[config.mk]
export PLATFORM = sky130hd
export DESIGN_NAME = rv_alu_mc_flat
export DESIGN_NICKNAME = d
export VERILOG_FILES = /design/src/rtl/rv_alu_mc_if.sv /design/src/rtl/rv_alu_mc.sv /design/src/flat_wrapper.sv
export SDC_FILE = /design/constraint.sdc
export NUM_CORES = 1
export LEC_CHECK = 0
export ABC_CLOCK_PERIOD_IN_PS = 10000
export CORE_MARGIN = 4
export CORE_UTILIZATION = 50
export CTS_BUF_LIST = sky130_fd_sc_hd__clkbuf_8
export CTS_CLUSTER_DIAMETER = 120
export CTS_CLUSTER_SIZE = 24
export DETAILED_ROUTE_END_ITERATION = 6
export DONT_BUFFER_PORTS = 1
export GPL_ROUTABILITY_DRIVEN = 0
export PLACE_DENSITY = 0.62
export SLEW_MARGIN = 20
export SYNTH_ARGS = -nofsm -noshare
export SYNTH_HDL_FRONTEND = slang
export SYNTH_SLANG_ARGS = --single-unit
[constraint.sdc]
create_clock -name clk -period 10 [get_ports clk]
set_input_delay 1 -clock clk [delete_from_list [all_inputs] [get_ports clk]]
set_output_delay 1 -clock clk [all_outputs]
set_load 0.02 [all_outputs]
[src/rtl/rv_alu_mc_if.sv]
// -----------------------------------------------------------------------------
// rv_alu_mc_if
// Request/response bundle for the multi-cycle RV ALU.
//   op_in/rs1/rs2/in_valid/flush/out_ready : driven by the issuing stage (master)
//   in_ready/rd/zero/out_valid/busy        : driven by the ALU (slave)
// -----------------------------------------------------------------------------
interface rv_alu_mc_if #(
  parameter int XLEN = 32
) ();
  logic [4:0]      op_in;
  logic [XLEN-1:0] rs1;
  logic [XLEN-1:0] rs2;
  logic            in_valid;
  logic            in_ready;
  logic            flush;
  logic [XLEN-1:0] rd;
  logic            zero;
  logic            out_valid;
  logic            out_ready;
  logic            busy;

  modport master (
    output op_in, rs1, rs2, in_valid, flush, out_ready,
    input  in_ready, rd, zero, out_valid, busy
  );

  modport slave (
    input  op_in, rs1, rs2, in_valid, flush, out_ready,
    output in_ready, rd, zero, out_valid, busy
  );
endinterface

[src/rtl/rv_alu_mc.sv]
// -----------------------------------------------------------------------------
// rv_alu_mc
// Multi-cycle RV32I/RV64I ALU with the M extension. Base ops and the RISC-V
// divide corner cases finish in one cycle; MUL*/DIV*/REM* iterate one bit per
// cycle on operand magnitudes, with the sign applied when the result is stored.
// Ports:
//   clk    : clock, all state on the rising edge
//   rst_n  : synchronous active-low reset
//   alu    : rv_alu_mc_if.slave (op/operands/valid in, result/zero/valid out,
//            flush, out_ready, busy, in_ready)
// -----------------------------------------------------------------------------
module rv_alu_mc #(
  parameter int XLEN = 32
) (
  input  logic        clk,
  input  logic        rst_n,
  rv_alu_mc_if.slave  alu
);

  localparam int SW = $clog2(XLEN);

  typedef enum logic [4:0] {
    OP_ADD  = 5'd0,  OP_SUB  = 5'd1,  OP_XOR    = 5'd2,  OP_OR    = 5'd3,
    OP_AND  = 5'd4,  OP_SLL  = 5'd5,  OP_SRL    = 5'd6,  OP_SRA   = 5'd7,
    OP_SLT  = 5'd8,  OP_SLTU = 5'd9,  OP_MUL    = 5'd10, OP_MULH  = 5'd11,
    OP_MULHSU = 5'd12, OP_MULHU = 5'd13, OP_DIV = 5'd14, OP_DIVU  = 5'd15,
    OP_REM  = 5'd16, OP_REMU = 5'd17
  } op_e;

  typedef enum logic [1:0] {
    S_IDLE = 2'd0,
    S_CALC = 2'd1,
    S_DONE = 2'd2
  } state_e;

  // Architectural / output registers
  state_e            state_q;
  logic [XLEN-1:0]   rd_q;
  logic              zero_q;
  logic              out_valid_q;
  logic              in_ready_q;
  logic              busy_q;

  // Iterative datapath registers
  logic [4:0]        op_q;
  logic [2*XLEN-1:0] p_q;       // mul: {partial sum, multiplier}; div: {remainder, quotient}
  logic [XLEN-1:0]   opnd_q;    // mul: multiplicand magnitude; div: divisor magnitude
  logic              neg_q;     // negate product / quotient at the end
  logic              rneg_q;    // negate remainder at the end
  logic [SW-1:0]     cnt_q;

  logic [4:0]        op;
  logic [XLEN-1:0]   rs1;
  logic [XLEN-1:0]   rs2;
  logic [SW-1:0]     shamt;
  assign op    = alu.op_in;
  assign rs1   = alu.rs1;
  assign rs2   = alu.rs2;
  assign shamt = rs2[SW-1:0];

  // ---------------------------------------------------------------------------
  // Issue-side decode
  // ---------------------------------------------------------------------------
  logic            is_mul, is_div, rs1_signed, rs2_signed;
  logic            a_neg, b_neg, div_zero, div_ovf, fast;
  logic [XLEN-1:0] a_mag, b_mag;
  logic            accept;

  assign is_mul     = op inside {OP_MUL, OP_MULH, OP_MULHSU, OP_MULHU};
  assign is_div     = op inside {OP_DIV, OP_DIVU, OP_REM, OP_REMU};
  assign rs1_signed = op inside {OP_MUL, OP_MULH, OP_MULHSU, OP_DIV, OP_REM};
  assign rs2_signed = op inside {OP_MUL, OP_MULH, OP_DIV, OP_REM};
  assign a_neg      = rs1_signed & rs1[XLEN-1];
  assign b_neg      = rs2_signed & rs2[XLEN-1];
  assign a_mag      = a_neg ? -rs1 : rs1;
  assign b_mag      = b_neg ? -rs2 : rs2;
  assign div_zero   = is_div && (rs2 == '0);
  // Only signed divide can overflow: -2^(XLEN-1) / -1.
  assign div_ovf    = (op == OP_DIV || op == OP_REM) &&
                      (rs1 == {1'b1, {(XLEN-1){1'b0}}}) && (rs2 == '1);
  assign fast       = div_zero | div_ovf;
  // Flush wins over a simultaneous request.
  assign accept     = alu.in_valid & in_ready_q & ~alu.flush;

  // ---------------------------------------------------------------------------
  // Single-cycle result: base ops, divide corner cases, unused opcodes -> 0
  // ---------------------------------------------------------------------------
  logic [XLEN-1:0] one_cycle_res;

  // NOTE: every always_comb output gets a default first so no path leaves it
  // unassigned, which would otherwise infer a latch.
  always_comb begin
    one_cycle_res = '0;
    case (op)
      OP_ADD:  one_cycle_res = rs1 + rs2;
      OP_SUB:  one_cycle_res = rs1 - rs2;
      OP_XOR:  one_cycle_res = rs1 ^ rs2;
      OP_OR:   one_cycle_res = rs1 | rs2;
      OP_AND:  one_cycle_res = rs1 & rs2;
      OP_SLL:  one_cycle_res = rs1 << shamt;
      OP_SRL:  one_cycle_res = rs1 >> shamt;
      OP_SRA:  one_cycle_res = XLEN'($signed(rs1) >>> shamt);
      OP_SLT:  one_cycle_res = {{(XLEN-1){1'b0}}, ($signed(rs1) < $signed(rs2))};
      OP_SLTU: one_cycle_res = {{(XLEN-1){1'b0}}, (rs1 < rs2)};
      OP_DIV, OP_DIVU: one_cycle_res = div_zero ? '1  : rs1;
      OP_REM, OP_REMU: one_cycle_res = div_zero ? rs1 : '0;
      default: one_cycle_res = '0;
    endcase
  end

  // ---------------------------------------------------------------------------
  // One radix-2 step and final sign fix-up
  // ---------------------------------------------------------------------------
  logic [XLEN-1:0]   mul_addend;
  logic [XLEN:0]     mul_sum;
  logic [XLEN:0]     div_top;
  logic [XLEN:0]     div_diff;
  logic [2*XLEN-1:0] p_mul, p_div, p_next, prod;
  logic [XLEN-1:0]   quot, rem;
  logic [XLEN-1:0]   calc_res;

  always_comb begin
    // Shift-add: add multiplicand into the top half when the multiplier LSB is
    // set, then shift the whole {sum, multiplier} pair right by one.
    mul_addend = p_q[0] ? opnd_q : '0;
    mul_sum    = {1'b0, p_q[2*XLEN-1:XLEN]} + {1'b0, mul_addend};
    p_mul      = {mul_sum, p_q[XLEN-1:1]};

    // Restoring divide: shift {rem, quot} left, try subtracting the divisor,
    // keep the difference and set the quotient bit when it did not borrow.
    div_top    = p_q[2*XLEN-1:XLEN-1];
    div_diff   = div_top - {1'b0, opnd_q};
    if (!div_diff[XLEN]) p_div = {div_diff[XLEN-1:0], p_q[XLEN-2:0], 1'b1};
    else                 p_div = {p_q[2*XLEN-2:0], 1'b0};

    p_next = (op_q >= OP_DIV) ? p_div : p_mul;

    prod = neg_q  ? -p_next : p_next;
    quot = neg_q  ? -p_next[XLEN-1:0]      : p_next[XLEN-1:0];
    rem  = rneg_q ? -p_next[2*XLEN-1:XLEN] : p_next[2*XLEN-1:XLEN];

    calc_res = '0;
    case (op_q)
      OP_MUL:                      calc_res = prod[XLEN-1:0];
      OP_MULH, OP_MULHSU, OP_MULHU: calc_res = prod[2*XLEN-1:XLEN];
      OP_DIV, OP_DIVU:             calc_res = quot;
      OP_REM, OP_REMU:             calc_res = rem;
      default:                     calc_res = '0;
    endcase
  end

  // ---------------------------------------------------------------------------
  // Control FSM with registered outputs
  // ---------------------------------------------------------------------------
  // NOTE: sequential state uses non-blocking assignments so every register
  // samples pre-edge values regardless of statement order.
  always_ff @(posedge clk) begin
    if (!rst_n) begin
      state_q     <= S_IDLE;
      rd_q        <= '0;
      zero_q      <= 1'b0;
      out_valid_q <= 1'b0;
      in_ready_q  <= 1'b1;
      busy_q      <= 1'b0;
      // NOTE: the iterative datapath is reset as well so simulation never
      // carries X from it into rd, even though IDLE reloads it before use.
      op_q        <= '0;
      p_q         <= '0;
      opnd_q      <= '0;
      neg_q       <= 1'b0;
      rneg_q      <= 1'b0;
      cnt_q       <= '0;
    end else begin
      case (state_q)
        S_IDLE: begin
          if (accept) begin
            zero_q     <= (rs1 == rs2);
            busy_q     <= 1'b1;
            in_ready_q <= 1'b0;
            if ((is_mul || is_div) && !fast) begin
              state_q <= S_CALC;
              op_q    <= op;
              neg_q   <= a_neg ^ b_neg;
              rneg_q  <= a_neg;
              cnt_q   <= '0;
              if (is_mul) begin
                p_q    <= {{XLEN{1'b0}}, b_mag};
                opnd_q <= a_mag;
              end else begin
                p_q    <= {{XLEN{1'b0}}, a_mag};
                opnd_q <= b_mag;
              end
            end else begin
              state_q     <= S_DONE;
              rd_q        <= one_cycle_res;
              out_valid_q <= 1'b1;
            end
          end
        end

        S_CALC: begin
          if (alu.flush) begin
            state_q    <= S_IDLE;
            busy_q     <= 1'b0;
            in_ready_q <= 1'b1;
          end else begin
            p_q   <= p_next;
            cnt_q <= cnt_q + 1'b1;
            if (cnt_q == SW'(XLEN-1)) begin
              state_q     <= S_DONE;
              rd_q        <= calc_res;
              out_valid_q <= 1'b1;
            end
          end
        end

        S_DONE: begin
          if (alu.flush || alu.out_ready) begin
            state_q     <= S_IDLE;
            out_valid_q <= 1'b0;
            busy_q      <= 1'b0;
            in_ready_q  <= 1'b1;
          end
        end

        default: begin
          state_q     <= S_IDLE;
          out_valid_q <= 1'b0;
          busy_q      <= 1'b0;
          in_ready_q  <= 1'b1;
        end
      endcase
    end
  end

  assign alu.rd        = rd_q;
  assign alu.zero      = zero_q;
  assign alu.out_valid = out_valid_q;
  assign alu.in_ready  = in_ready_q;
  assign alu.busy      = busy_q;

endmodule

[src/flat_wrapper.sv]
// flat-port wrapper written by rule: the top's interface ports become plain ports
module rv_alu_mc_flat 
#(
  parameter int XLEN = 32
)
  (clk, rst_n, alu_op_in, alu_rs1, alu_rs2, alu_in_valid, alu_flush, alu_out_ready, alu_in_ready, alu_rd, alu_zero, alu_out_valid, alu_busy);
  rv_alu_mc_if #(.XLEN(XLEN)) alu_i ();
  input  logic clk;
  input  logic rst_n;
  input wire logic [$bits(alu_i.op_in)-1:0] alu_op_in;
  input wire logic [$bits(alu_i.rs1)-1:0] alu_rs1;
  input wire logic [$bits(alu_i.rs2)-1:0] alu_rs2;
  input wire logic [$bits(alu_i.in_valid)-1:0] alu_in_valid;
  input wire logic [$bits(alu_i.flush)-1:0] alu_flush;
  input wire logic [$bits(alu_i.out_ready)-1:0] alu_out_ready;
  output wire logic [$bits(alu_i.in_ready)-1:0] alu_in_ready;
  output wire logic [$bits(alu_i.rd)-1:0] alu_rd;
  output wire logic [$bits(alu_i.zero)-1:0] alu_zero;
  output wire logic [$bits(alu_i.out_valid)-1:0] alu_out_valid;
  output wire logic [$bits(alu_i.busy)-1:0] alu_busy;
  assign alu_i.op_in = alu_op_in;
  assign alu_i.rs1 = alu_rs1;
  assign alu_i.rs2 = alu_rs2;
  assign alu_i.in_valid = alu_in_valid;
  assign alu_i.flush = alu_flush;
  assign alu_i.out_ready = alu_out_ready;
  assign alu_in_ready = alu_i.in_ready;
  assign alu_rd = alu_i.rd;
  assign alu_zero = alu_i.zero;
  assign alu_out_valid = alu_i.out_valid;
  assign alu_busy = alu_i.busy;
  rv_alu_mc #(.XLEN(XLEN)) u_core (.clk(clk), .rst_n(rst_n), .alu(alu_i));
endmodule
### Word-level counts from Yosys, hierarchy flattened

Cells that the tools add are included.

* bits in registers: 146
* logic and storage cells: 151

* add/subtract/negate cells: 10
* magnitude comparators: 3
* equality and inequality tests: 39
* shift-type cells: 3
* muxes and demuxes: 46
* bitwise operators: 10
* reduce and logical (&&, ||, !) cells: 28

Operators by type and width (number)
* $mux W32: 13
* $mux W64: 6
* $pmux W32 S12: 1
* $neg A32 Y32: 4
* $pmux W32 S4: 1
* $pmux W64 S2: 1
* $eq A5 B4 Y1 const B: 14
* $eq A32 B32 Y1 const B: 2
* $lt A32 B32 Y1: 2
* $neg A64 Y64: 1
* $pmux W32 S2: 1
* $add A32 B32 Y33: 1
* $sub A33 B32 Y33: 1
* $add A32 B32 Y32: 1
* $and A32 B32 Y32: 1
* $eq A32 B32 Y1: 1
* $logic_not A32 Y1: 1
* $or A32 B32 Y32: 1
* $shl A32 B5 Y32: 1
* $shr A32 B5 Y32: 1
* $sshr A32 B5 Y32: 1
* $sub A32 B32 Y32: 1
* $xor A32 B32 Y32: 1
* $eq A5 B5 Y1 const B: 5
* 34 further kinds: 76

### Depth between registers and ports, before layout

* word-level depth: 10
* depth in mapped cells: 24

### Worst setup path after synthesis

OpenSTA, ideal clock, no wires.

* kind: input port to flip-flop
* start point: input port alu_rs2[1]
* end point: register u_core.rd_q[26] (netlist: u_core.alu.rd[26])
* library setup time: 95 ps
* arrival: 6083 ps
* setup slack: 3822 ps
* stages on the path: 18
* path buffers: 5
* cell sequence: clkbuf_1 -> inv_1 -> buf_1 -> buf_1 -> buf_1 -> ha_1 -> nand3_1 -> or4_1 -> or4_1 -> or4_1 -> a21boi_1 -> nor2_1 -> a21o_1 -> buf_2 -> nand3_1 -> nor2_1 -> inv_1 -> o311ai_1

* cells in the longest elaborated chain, start to end: 7
* elaborated cells between the ends (all ways): 20
* classes of those cells: 2 x add/sub; 2 x eq/ne; 3 x shift; 6 x mux; 1 x bitwise; 6 x reduce/logical

Ends and longest elaborated chain
* from (decl): RTL line flat_wrapper.sv:12 `input wire logic [$bits(alu_i.rs2)-1:0] alu_rs2;`
* branches (longest 7 deep; another with $sub A32 B32 Y32)
* to (signal assigned): RTL line rv_alu_mc.sv:195 `rd_q <= one_cycle_res;`
* to (signal assigned): RTL line rv_alu_mc.sv:211 `rd_q <= calc_res;`
* to (decl): RTL line rv_alu_mc.sv:38 `logic [XLEN-1:0] rd_q;`

Parallel ways; which one is timed is not known. The select of a mux whose other input is x is not followed.
A chain may end at the register's enable or synchronous reset.

### Worst setup path after layout

Ends and elaborated chain as after synthesis.

==> results.yml <==
run_status:
  status: "finished with violations"
  violations: "DRC"
power:
  max-vdd-ir-drop_mv: 0.0979
  power.leakage_uw: 0.0103
  p_per_area_nw_per_um2: 102
setup_path:
  path_class: "in2reg"
  slowest_delay_ns: 0.82
  end_kind: "flop"
  crit_top_cell: "or4_1"
  r2r-start: "u_core.p_q[31]$_SDFFE_PN0P_"
  r2r-end: "u_core.alu.rd[19]$_SDFFE_PN0P_"
  crit_buf_inv: 4
  crit_path_start: "alu_rs2[1]"
  critPathMaxFanout: 61
  critPathLaunchType: "input port"
  cp.arrival_ns: 7.29
  cp_data_required_time_ns: 10.42
  rr_worst_depth: 17
  slowest_stage: "nand3_1"
  cp_top_family: "simple AND/OR/NAND/NOR gates"
  reg2reg_slack_ns: 3.39
  crit_path_cell_trace: "inv_2, buf_4, ha_1, nand3_1, or4_1, or4_1, or4_1, buf_4, a21boi_1, nor2_1, a21o_1, nand3_1, nor2_1, inv_1, o311ai_1"
clocking:
  clk_pin_slew_ns: 0.11
  cts_sinks: 146
  clock_path_buffers: 2
  cts.repair.resized: 0
  clockRootBuffer: "clkbuf_8"
  tritoncts: "yes"
  cts_setup_buffers: 0
  ctsHoldBuffers: 0
  h-tree-depth: 4
  clk_latency_ns: 0.52
  numCtsBuffers: 17
die:
  io_pins: 110
  die_area_um2: 52700
  coreArea_um2: 48100
  fp.dieW_um: 230
  die_h_um: 230
  initial_core_util: 0.510
  num_rows: 80
detailed_routing:
  vias: 29500
  dr.pass1.iters: 7
  via_per_inst: 7.22
  drt_iter0_drc: 4579
  routedWlPerCell_um: 27.7
  drt_drc_violations_left: 8
  route.antenna.remaining_nets: 0
  routed_wl_um: 113000
yosys:
  syn_inst: 3628
  syn_avg_cell_area_um2: 6.76
  synth_common_cells: "nand2_1, nor2_1, o21ai_0, a21oi_1, clkbuf_1"
  synth_edf_count: 0
  syn_area_um2: 24500
  syn_nets: 3874
  synth_ff_type: "dfxtp_1"
  synth.most_common_cell: "nand2_1"
  ys_seq_area_frac: 0.119
  synth_top_area_cell: "dfxtp_1"
  synth_top_area_share: 0.119
  yosysWarnings: 0
  synth_seq_cells: 146
  ys_types: 98
  async_flop_share: 0
  synthTopCellsByArea: "dfxtp_1, ha_1, nand2_1"
placed_design:
  post-place-cells: 4056
  portBuffers: 0
  place_area_um2: 24700
  dp_hpwl_um: 86300
grt:
  overflow: 0
  grtUsageTotal: 0.407
  antenna_found_initial: 8
  grt_pass1_vias: 27100
  grt_pass1_wl_um: 169000
  grt_max_degree: 131
finish:
  fillers: 4878
  instances_no_fill: 4090
  stdcell_area_um2: 25100
  syn_to_final_growth_pct: 2.40
  layout.nets: 3665
  drive_gt1_frac: 0.0487
timing:
  final-max-slew-violation-count: 0
  rsz0062_at_grt: "no"
  period_minus_slack_ns: 6.87
  setup_viol_count_final: 0
  worst_slew_pin_slew_ns: 1.21
  maxSlewHeadroom: 0.189
  setup_tns_ns: 0
  skew_ns: 0.0235
  max_freq_mhz: 146
  whs_ns: 0.486
  hold_violations: 0
  fin_crit_sh: 0.687
worst_hold_path:
  min_to: "u_core.opnd_q[21]$_SDFFE_PN0P_"
  worstHoldStart: "u_core.opnd_q[21]$_SDFFE_PN0P_"
  min_path_type: "reg2reg"
  hold_depth: 2
job:
  cap_viol_max_count: 0
tightest hold or removal path, cell delays in order (launching register included):
cell      delay [ns]
dfxtp_1         0.34
nand2_1         0.05
a21boi_0        0.06
layout by cell type, fill, tap and decap left out, types with 43 or more instances in the layout:
cell type and count:
a21boi_0 45, a211oi_1 49, nand2_1 434, inv_1 161, nand3_1 129, o211ai_1 105
nor2b_1 48, a21oi_1 249, nor2_1 312, buf_4 47, nand4_1 47, a31oi_1 49
ha_1 168, dfxtp_1 145, nor3_1 71, o21ai_0 262, and2_1 53, xnor2_1 143
o211a_1 43, mux2i_1 108
per-layer routing:
metal	GRT usage	share of wire	up-vias
met3	0.0999	0.12	593
met2	0.636	0.43	2303
met5	0	0.00034	-
met4	0.283	0.089	6
li1	-	-	13000
met1	0.490	0.36	13700
flip-flops by register name, summed over array words and instances (netlist names), 2 cells and up:
name	flops
u_core.p_q	64
u_core.opnd_q	32
u_core.alu.rd	32
u_core.cnt_q	5
u_core.op_q	5
u_core.state_q	2
how the worst max path moves through the flow:
stage,cells past startpoint,end,slack (ns)
floorplan,18,u_core.alu.rd[26]$_SDFFE_PN0P_,3.82
global placement,15,u_core.alu.rd[26]$_SDFFE_PN0P_,2.95
detailed placement,15,u_core.alu.rd[26]$_SDFFE_PN0P_,2.82
CTS,15,u_core.alu.rd[26]$_SDFFE_PN0P_,3.37
global route,15,u_core.alu.rd[26]$_SDFFE_PN0P_,2.94
finish,15,u_core.alu.rd[26]$_SDFFE_PN0P_,3.13
stage by stage:
step,setup slack [ns],power (uW),utilization
2_1_floorplan,3.82,1610,-
3_3_place_gp,2.95,1970,0.513
3_5_place_dp,2.82,1980,0.513
4_1_cts,3.37,2500,0.522
5_1_grt,2.94,2670,0.522
6_report,3.13,2570,0.522
cells by family after synthesis:
logic type	share of synthesized area
xor+xnor	0.0657
fa+ha+maj	0.0890
buf+inv	0.0690
flops	0.119
compound gates	0.349
simple gates	0.254
mux	0.0542
layout make-up:
class	count	area [um2]	share of cell area
multi-input combinational	3042	20000	0.795
sequential	146	2920	0.116
tap	656	821	0.0327
inverter	165	619	0.0247
timing repair buffer	47	353	0.0140
clock buffer	17	234	0.00931
clock inverter	15	184	0.00732
antenna	2	5.00	0.000199
report_power, final:
group          internal [uW]  switching [uW]  leakage (uW)
Sequential               617            66.7       0.00118
Clock                    249             284      0.000208
Combinational            436             914       0.00887
Power figures use the tool's default switching activity.
